==> src/rtl/vend_pkg.sv <==
// Shared types and constants for the vending-machine coin feeder.
package vend_pkg;

  typedef enum logic [1:0] {
    StIdle  = 2'd0,
    StFeed  = 2'd1,
    StDrain = 2'd2,
    StDone  = 2'd3
  } state_e;

  // Coin tokens as {coin_i, coin_j}
  localparam logic [1:0] COIN_NONE = 2'b00;
  localparam logic [1:0] COIN_ONE  = 2'b10;
  localparam logic [1:0] COIN_TWO  = 2'b11;

  localparam int unsigned AMT_W_DEF     = 6;
  localparam int unsigned CNT_W_DEF     = 4;
  localparam int unsigned DRAIN_CYC_DEF = 2;

endpackage

==> src/rtl/vend_coin_feeder_if.sv <==
// Request handshake, coin-token and machine-response signals of the coin feeder.
interface vend_coin_feeder_if
  import vend_pkg::*;
#(
  parameter int unsigned AMT_W = AMT_W_DEF,
  parameter int unsigned CNT_W = CNT_W_DEF
) ();

  logic             req_valid;
  logic             req_ready;
  logic [AMT_W-1:0] req_amount;
  logic             coin_i;
  logic             coin_j;
  logic             vend_x;
  logic             vend_y;
  logic             busy;
  logic             done;
  logic [CNT_W-1:0] product_count;
  logic [CNT_W-1:0] change_count;

  // Payment front-end / machine side
  modport master (
    output req_valid, req_amount, vend_x, vend_y,
    input  req_ready, coin_i, coin_j, busy, done, product_count, change_count
  );

  // Feeder side
  modport slave (
    input  req_valid, req_amount, vend_x, vend_y,
    output req_ready, coin_i, coin_j, busy, done, product_count, change_count
  );

endinterface

==> src/rtl/vend_sat_counter.sv <==
// Saturating up-counter with synchronous clear (clear wins over increment).
module vend_sat_counter
  import vend_pkg::*;
#(
  parameter int unsigned CNT_W = CNT_W_DEF
) (
  input  logic             clock,
  input  logic             reset,
  input  logic             clear,
  input  logic             inc,
  output logic [CNT_W-1:0] count
);

  localparam logic [CNT_W-1:0] CntMax = '1;

  logic [CNT_W-1:0] count_q;

  always_ff @(posedge clock or posedge reset) begin
    if (reset) begin
      count_q <= '0;
    end else if (clear) begin
      count_q <= '0;
    end else if (inc && (count_q != CntMax)) begin
      count_q <= count_q + CNT_W'(1);
    end
  end

  assign count = count_q;

endmodule

==> src/rtl/vend_coin_feeder.sv <==
// Pays a requested amount as one contiguous burst of 2/1-rupee coins, then counts
// the machine's dispense and change pulses until the response has drained.
module vend_coin_feeder
  import vend_pkg::*;
#(
  parameter int unsigned AMT_W     = AMT_W_DEF,
  parameter int unsigned CNT_W     = CNT_W_DEF,
  parameter int unsigned DRAIN_CYC = DRAIN_CYC_DEF
) (
  input logic               clock,
  input logic               reset,
  vend_coin_feeder_if.slave bus
);

  localparam int unsigned DrW = (DRAIN_CYC > 1) ? $clog2(DRAIN_CYC) : 1;

  state_e           state_q, state_d;
  logic [AMT_W-1:0] remaining_q, remaining_d;
  logic [DrW-1:0]   drain_q, drain_d;
  logic             coin_two;
  logic [AMT_W-1:0] step;
  logic             accept;
  logic             counting;

  assign coin_two = remaining_q >= AMT_W'(2);
  assign step     = coin_two ? AMT_W'(2) : AMT_W'(1);
  assign accept   = (state_q == StIdle) && bus.req_valid;
  assign counting = (state_q == StFeed) || (state_q == StDrain);

  always_ff @(posedge clock or posedge reset) begin
    if (reset) begin
      state_q     <= StIdle;
      remaining_q <= '0;
      drain_q     <= '0;
    end else begin
      state_q     <= state_d;
      remaining_q <= remaining_d;
      drain_q     <= drain_d;
    end
  end

  always_comb begin
    state_d     = state_q;
    remaining_d = remaining_q;
    drain_d     = drain_q;
    unique case (state_q)
      StIdle: begin
        if (bus.req_valid) begin
          remaining_d = bus.req_amount;
          state_d     = (bus.req_amount == '0) ? StDone : StFeed;
        end
      end
      StFeed: begin
        // A 2-rupee coin is only issued when remaining >= 2, so this never wraps
        remaining_d = remaining_q - step;
        if (remaining_d == '0) begin
          state_d = StDrain;
          drain_d = DrW'(DRAIN_CYC - 1);
        end
      end
      StDrain: begin
        if (drain_q == '0) begin
          state_d = StDone;
        end else begin
          drain_d = drain_q - DrW'(1);
        end
      end
      StDone:  state_d = StIdle;
      default: state_d = StIdle;
    endcase
  end

  always_comb begin
    {bus.coin_i, bus.coin_j} = COIN_NONE;
    bus.req_ready            = 1'b0;
    bus.busy                 = 1'b0;
    bus.done                 = 1'b0;
    unique case (state_q)
      StIdle:  bus.req_ready = 1'b1;
      StFeed: begin
        {bus.coin_i, bus.coin_j} = coin_two ? COIN_TWO : COIN_ONE;
        bus.busy                 = 1'b1;
      end
      StDrain: bus.busy = 1'b1;
      StDone:  bus.done = 1'b1;
      default: ;
    endcase
  end

  vend_sat_counter #(
    .CNT_W(CNT_W)
  ) u_product_cnt (
    .clock(clock),
    .reset(reset),
    .clear(accept),
    .inc  (counting && bus.vend_x),
    .count(bus.product_count)
  );

  vend_sat_counter #(
    .CNT_W(CNT_W)
  ) u_change_cnt (
    .clock(clock),
    .reset(reset),
    .clear(accept),
    .inc  (counting && bus.vend_y),
    .count(bus.change_count)
  );

endmodule
==> src/flat_wrapper.sv <==
// flat-port wrapper written by rule: the top's interface ports become plain ports
module vend_coin_feeder_flat import vend_pkg::*;
#(
  parameter int unsigned AMT_W     = AMT_W_DEF,
  parameter int unsigned CNT_W     = CNT_W_DEF,
  parameter int unsigned DRAIN_CYC = DRAIN_CYC_DEF
)
  (clock, reset, bus_req_valid, bus_req_amount, bus_vend_x, bus_vend_y, bus_req_ready, bus_coin_i, bus_coin_j, bus_busy, bus_done, bus_product_count, bus_change_count);
  vend_coin_feeder_if #(.AMT_W(AMT_W), .CNT_W(CNT_W)) bus_i ();
  input logic clock;
  input logic reset;
  input wire logic [$bits(bus_i.req_valid)-1:0] bus_req_valid;
  input wire logic [$bits(bus_i.req_amount)-1:0] bus_req_amount;
  input wire logic [$bits(bus_i.vend_x)-1:0] bus_vend_x;
  input wire logic [$bits(bus_i.vend_y)-1:0] bus_vend_y;
  output wire logic [$bits(bus_i.req_ready)-1:0] bus_req_ready;
  output wire logic [$bits(bus_i.coin_i)-1:0] bus_coin_i;
  output wire logic [$bits(bus_i.coin_j)-1:0] bus_coin_j;
  output wire logic [$bits(bus_i.busy)-1:0] bus_busy;
  output wire logic [$bits(bus_i.done)-1:0] bus_done;
  output wire logic [$bits(bus_i.product_count)-1:0] bus_product_count;
  output wire logic [$bits(bus_i.change_count)-1:0] bus_change_count;
  assign bus_i.req_valid = bus_req_valid;
  assign bus_i.req_amount = bus_req_amount;
  assign bus_i.vend_x = bus_vend_x;
  assign bus_i.vend_y = bus_vend_y;
  assign bus_req_ready = bus_i.req_ready;
  assign bus_coin_i = bus_i.coin_i;
  assign bus_coin_j = bus_i.coin_j;
  assign bus_busy = bus_i.busy;
  assign bus_done = bus_i.done;
  assign bus_product_count = bus_i.product_count;
  assign bus_change_count = bus_i.change_count;
  vend_coin_feeder #(.AMT_W(AMT_W), .CNT_W(CNT_W), .DRAIN_CYC(DRAIN_CYC)) u_core (.clock(clock), .reset(reset), .bus(bus_i));
endmodule
==> config.mk <==
export PLATFORM = sky130hd
export DESIGN_NAME = vend_coin_feeder_flat
export DESIGN_NICKNAME = d
export VERILOG_FILES = /design/src/rtl/vend_pkg.sv /design/src/rtl/vend_coin_feeder_if.sv /design/src/rtl/vend_sat_counter.sv /design/src/rtl/vend_coin_feeder.sv /design/src/flat_wrapper.sv
export SDC_FILE = /design/constraint.sdc
export NUM_CORES = 1
export LEC_CHECK = 0
export CAP_MARGIN = 10
export CORE_MARGIN = 5
export CORE_UTILIZATION = 56
export CTS_BUF_LIST = sky130_fd_sc_hd__clkbuf_8
export CTS_CLUSTER_DIAMETER = 30
export DETAILED_ROUTE_END_ITERATION = 7
export PLACE_DENSITY = 0.95
export SLEW_MARGIN = 10
export SYNTH_ARGS = -nofsm -noshare
export SYNTH_HDL_FRONTEND = slang
export SYNTH_SLANG_ARGS = --single-unit
==> constraint.sdc <==
create_clock -name clock -period 3.8 [get_ports clock]
set_input_delay 0.76 -clock clock [delete_from_list [all_inputs] [get_ports clock]]
set_output_delay 0.76 -clock clock [all_outputs]
set_load 0.1 [all_outputs]
==> results.cfg, run 1 <==
[routing]
wl_per_cell_um = 14.44
wl_met1_mm = 1.126
wl_met2_mm = 1.306
drt-initial-drc-count = 19
wl_met3_um = 118
dr_total_vias = 1044
highest_layer = met4
drt_pass1_iterations = 4
drc = 0
ant_nets = 0
viasPerCell = 5.865
wl_mm = 2.571

[sta]
finalWorstSetupSlack_ns = 1.092
tns_ns = 0
fmax_mhz = 369.3
tightestPinTransition_ns = 0.9847
finalClockSkew_ns = 0.005945
rsz0062_at_grt = false
slew-limit-headroom = 0.3415
fin_crit_ns = 2.708
hold-worst-slack_ns = 0.5160
drv_slew = 0
hold_viol = 0
finalSetupViolCount = 0
fin_crit_sh = 0.7125

[finish]
fillers = 161
syn2layout_area_growth_pct = 25.36
layout-drive-gt1-share = 0.1126
multi_input_area_um2 = 655.6
regArea_um2 = 425.4
layout.nets = 172
num_antenna_cells = 0

[place]
pre_cts_slack_ns = 1.364
hpwlAfterDp_mm = 1.995
place.gp.congestion = 0.8348
portBuffers = 23

[setup_path]
critPathKind = reg -> out
path_max_fanout = 3
reg2reg_depth = 9
cp.required_ns = 3.04
start_kind = flop
crit_arrival_ns = 1.95
cp-end-kind = primary output

[yosys]
synth_fp_nets = 147
synthTopCellsByCount = 17 x dfrtp_1, 16 x nor2_1, 9 x ha_1, 9 x nand2_1, 8 x a21oi_1
synth_top_flop_cell = dfrtp_1
seq_area_frac_synth = 0.3782
synth_area_mm2 = 0.001125
yosysTopAreaCellShare = 0.3782
ys_types = 42
synth_cells = 127
synth_largest_area_cell = dfrtp_1
async_reset_ff_frac = 1.000
synth_most_common_cell = dfrtp_1
synthTopCellsByArea = dfrtp_1 38%, ha_1 10%, nor2_1 5.3%
ys_warn_count = 0
syn_avg_cell_area_um2 = 8.857
ys_ff_latch = 17
synth_edf_count = 0

[run]
cap_violations = 0

[cts]
clock_sink_count = 17
htree_levels = 1
clockBufferDepth = 2
cts_tree = done
postCtsHoldBufs = 0
cts_root_buf = clkbuf_8
clkSlewWorstSetupHoldPaths_ns = 0.07
clock_latency_ns = 0.25
cts_made_buffers = 3
post_cts_buffers = 0
cts_resized = 0

[floorplan]
io_pins = 24
coreArea_mm2 = 0.001942
initial_core_util = 0.5793
die_h_um = 54.82
fp-row-count = 16
die_w_um = 54.82
dieArea_mm2 = 0.003005

[status]
status = completed

[grt]
track_usage = 0.1962
grt_pass1_vias = 1079
grt_max_degree = 18
antenna_found_initial = 0
grt_overflow_total = 0
grt_pass1_wl_mm = 4.340

[worst_hold_path]
hold_class = reg -> reg
hold_depth = 2
cell families (layout without fill, tap and decap cells):
kind of cell | Yosys count | in the layout | share of synthesized area
AOI/OAI and AO/OA | 37 | 37 | 0.2203
muxes | 2 | 2 | 0.01780
DFF | 17 | 17 | 0.3782
buffers and inverters | 11 | 35 | 0.03893
xor gates and xnor gates | 4 | 4 | 0.03783
and+or+nand+nor | 47 | 47 | 0.2069
adders and majority gates | 9 | 9 | 0.1001
critical path: stages (launching register included):
cell,delay (ns)
dfrtp_1,0.38
ha_1,0.17
clkdlybuf4s50_1,1.14
final timing paths:
path | from | to | slack, ns
min in group asynchronous | reset | u_core.u_product_cnt.count[0]$_DFFE_PP0P_ | 0.90
max reg2reg | u_core.remaining_q[2]$_DFFE_PP0P_ | u_core.state_q[1]$_DFFE_PP0P_ | 1.44
max | u_core.state_q[1]$_DFFE_PP0P_ | bus_done | 1.09
min | u_core.remaining_q[0]$_DFFE_PP0P_ | u_core.remaining_q[0]$_DFFE_PP0P_ | 0.52
min reg2reg | u_core.remaining_q[0]$_DFFE_PP0P_ | u_core.remaining_q[0]$_DFFE_PP0P_ | 0.52
max in group asynchronous | reset | u_core.remaining_q[1]$_DFFE_PP0P_ | 2.48
cell type report:
type | count | area share
multi-input combinational | 99 | 0.4650
sequential | 17 | 0.3017
timing repair buffer | 23 | 0.1562
clock buffer | 3 | 0.02928
tap | 27 | 0.02396
inverter | 8 | 0.02130
clock inverter | 1 | 0.002662
metal layers:
layer  vias to the layer above  track usage
met2                        35       0.3583
met3                         4      0.04360
met5                         -            0
met4                         0      0.05809
li1                        503            -
met1                       502       0.2241
stage by stage:
stage	utilization	cell area [µm²]	std cells
global route	0.7262	1410	178
CTS	0.7262	1410	178
finish	0.7262	1410	178
global placement	0.7030	1365	174
detailed placement	0.7030	1365	174
floorplan	-	1125	127
sequential cells by signal, indices dropped and copies added, names as in the netlist:
| register | flops |
|---|---|
| u_core.remaining_q | 6 |
| u_core.u_change_cnt.count | 4 |
| u_core.drain_q | 1 |
| u_core.state_q | 2 |
| u_core.u_product_cnt.count | 4 |
placed cells by master, fill, tap and decap left out, types with 2 or more instances in the layout:
cell type and count:
or3_1 2, o21ai_0 5, a31oi_1 2, a21oi_1 8
o22a_1 2, nor3_1 4, inv_2 2, nand3_1 6
clkdlybuf4s50_1 19, nand2_1 9, mux2i_1 2, ha_1 9
nor4_1 2, dfrtp_1 17, buf_4 4, inv_1 7
xor2_1 3, clkbuf_8 3, nor2_1 16, o21ai_1 5
o21a_1 2
Power of run 1 is not shown: default switching activity piles up to over one toggle a cycle in this logic, so the estimate is an artifact.
==> run 2, diff against run 1 <==
--- a/config.mk
+++ b/config.mk
@@ -7,11 +7,11 @@
 export LEC_CHECK = 0
 export CAP_MARGIN = 10
 export CORE_MARGIN = 5
-export CORE_UTILIZATION = 56
+export CORE_UTILIZATION = 47
 export CTS_BUF_LIST = sky130_fd_sc_hd__clkbuf_8
 export CTS_CLUSTER_DIAMETER = 30
 export DETAILED_ROUTE_END_ITERATION = 7
-export PLACE_DENSITY = 0.95
+export PLACE_DENSITY = 0.88
 export SLEW_MARGIN = 10
 export SYNTH_ARGS = -nofsm -noshare
 export SYNTH_HDL_FRONTEND = slang
==> constraint.sdc (replaced) <==
create_clock -name clock -period 2.44 [get_ports clock]
set_input_delay 0.488 -clock clock [delete_from_list [all_inputs] [get_ports clock]]
set_output_delay 0.488 -clock clock [all_outputs]
set_load 0.1 [all_outputs]
==> run 2 against run 1 <==
Compared with the run above:
- via count rose by 0.57%
- setup slack worse by 0.94 ns
- highest routed layer is now met3
- largest cell class unchanged
- routed wire length down 1.9%
- worst hold slack worse by 0.016 ns
- global-route usage decreased by 3.3 points
==> results.cfg, run 2 (synthesis gave the netlist of run 1 again) <==
[cts]
cts_root_buf = clkbuf_8
clockBufferDepth = 2
cts_tree = done
cts_made_buffers = 3
clock_sink_count = 17
postCtsHoldBufs = 0
htree_levels = 1
clock_latency_ns = 0.25
clkSlewWorstSetupHoldPaths_ns = 0.07

[floorplan]
initial_core_util = 0.4989
dieArea_mm2 = 0.003472
fp-row-count = 17
die_w_um = 58.92
io_pins = 24
coreArea_mm2 = 0.002255
die_h_um = 58.92

[sta]
hold-worst-slack_ns = 0.5005
fmax_mhz = 437.4
hold_viol = 0
fin_crit_sh = 0.9369
finalClockSkew_ns = 0.002174
tightestPinTransition_ns = 0.6618
finalSetupViolCount = 0
drv_slew = 0
fin_crit_ns = 2.286
tns_ns = 0
slew-limit-headroom = 0.5583

[grt]
grt_use_met1 = 0.2182
grt_max_degree = 18
grt_pass1_vias = 1015
busiest_layer = met2
grt_use_met3 = 0.03509
track_usage = 0.1636
grt_pass1_wl_mm = 4.471
grt_overflow_total = 0
antenna_found_initial = 0
grt_use_met2 = 0.2634

[finish]
fillers = 202
syn2layout_area_growth_pct = 28.70
num_antenna_cells = 0
regMostFlops = u_core.remaining_q
layout-drive-gt1-share = 0.2039
postLayoutCoreUtil = 0.6421
layout.nets = 173
final_cell_mix = 17 x dfrtp_1, 14 x nor2_1, 11 x buf_4
final_common_cell = dfrtp_1
largest_register_ffs = 6
multi_input_area_um2 = 668.1
design_area_mm2 = 0.001448
regArea_um2 = 425.4

[setup_path]
critPathKind = reg -> reg
start_kind = flop
path_max_fanout = 6
slowest_stage = dfrtp_1
slowest_delay_ns = 0.43
crit_arrival_ns = 2.43
reg2reg_depth = 9
path_cells = nor2_1, nand2_1, nor2_2, ha_1, nand2b_2, and3_4, o2111a_2, a21oi_1, o31a_1
cp.required_ns = 2.58
cp-end-kind = flop

[routing]
wl_per_cell_um = 14.01
dr_total_vias = 1050
ant_nets = 0
drc = 0
wl_mm = 2.522
viasPerCell = 5.833
drt-initial-drc-count = 29
drt_pass1_iterations = 4

[run]
cap_violations = 0

[worst_hold_path]
hold_class = reg -> reg
hold_depth = 2

[place]
hpwlAfterDp_mm = 1.941
portBuffers = 23
place.gp.congestion = 0.8188
placed_cell_area_mm2 = 0.001399

[status]
status = completed
[run 2: cell types whose count changed in the layout (fill, tap and decap cells not counted), sizes merged]
cell and change:
clkinv +1, buf +10, inv -1, clkdlybuf4s50 -9
[run 2: worst max-delay path, delay by kind of cell, from the launching register on]
| family | cells | cell delay, ns |
|---|---|---|
| AND/OR/NAND/NOR | 5 | 0.80 |
| flip-flops | 1 | 0.43 |
| adder cells (fa/ha/maj) | 1 | 0.30 |
| AO/OA/AOI/OAI | 3 | 0.63 |
[run 2: worst paths after layout]
path	startpoint	endpoint	slack [ns]
worst max-delay path	u_core.remaining_q[2]$_DFFE_PP0P_	u_core.state_q[1]$_DFFE_PP0P_	0.15
min in group asynchronous	reset	u_core.u_product_cnt.count[0]$_DFFE_PP0P_	0.62
worst min register to register	u_core.remaining_q[0]$_DFFE_PP0P_	u_core.remaining_q[0]$_DFFE_PP0P_	0.50
max in group asynchronous	reset	u_core.remaining_q[0]$_DFFE_PP0P_	1.39
worst max register to register	u_core.remaining_q[2]$_DFFE_PP0P_	u_core.state_q[1]$_DFFE_PP0P_	0.15
worst min-delay path	u_core.remaining_q[0]$_DFFE_PP0P_	u_core.remaining_q[0]$_DFFE_PP0P_	0.50
[run 2: metrics by stage]
step / instances / setup WS (ns)
after global placement: 176 / 0.2574
after floorplan: 127 / 0.1457
after CTS: 180 / 0.1308
after global routing: 180 / -0.003648
after detailed placement: 176 / 0.1407
final: 180 / 0.1540
[run 2: layout make-up]
class / instances / area share
Inverter: 8 / 0.02074
Timing Repair Buffer: 24 / 0.1677
Multi-Input combinational cell: 99 / 0.4615
Tap cell: 28 / 0.02420
Clock buffer: 3 / 0.02852
Clock inverter: 1 / 0.003457
Sequential cell: 17 / 0.2939
[run 2: repair_timing]
item	4_1_cts	5_1_grt
buffers inserted	0	0
gates resized for setup	0	1
setup endpoints to repair	0	1
[run 2: metal layers]
layer / share of wire / vias up
li1: - / 512
met1: 0.45 / 497
met2: 0.49 / 41
met3: 0.065 / 0
met4: 0 / 0
met5: 0 / -
Power of run 2 is left out for the same reason.
==> run 3, diff against run 2 <==
--- a/config.mk
+++ b/config.mk
@@ -12,7 +12,9 @@
 export CTS_CLUSTER_DIAMETER = 30
 export DETAILED_ROUTE_END_ITERATION = 7
 export PLACE_DENSITY = 0.88
+export SKIP_CTS_REPAIR_TIMING = 1
 export SLEW_MARGIN = 10
 export SYNTH_ARGS = -nofsm -noshare
 export SYNTH_HDL_FRONTEND = slang
 export SYNTH_SLANG_ARGS = --single-unit
+export TNS_END_PERCENT = 100
==> results of run 3 <==
Same layout as run 2: the final DEF is identical, and so are final timing and power.
Power of run 3 is left out for the same reason.
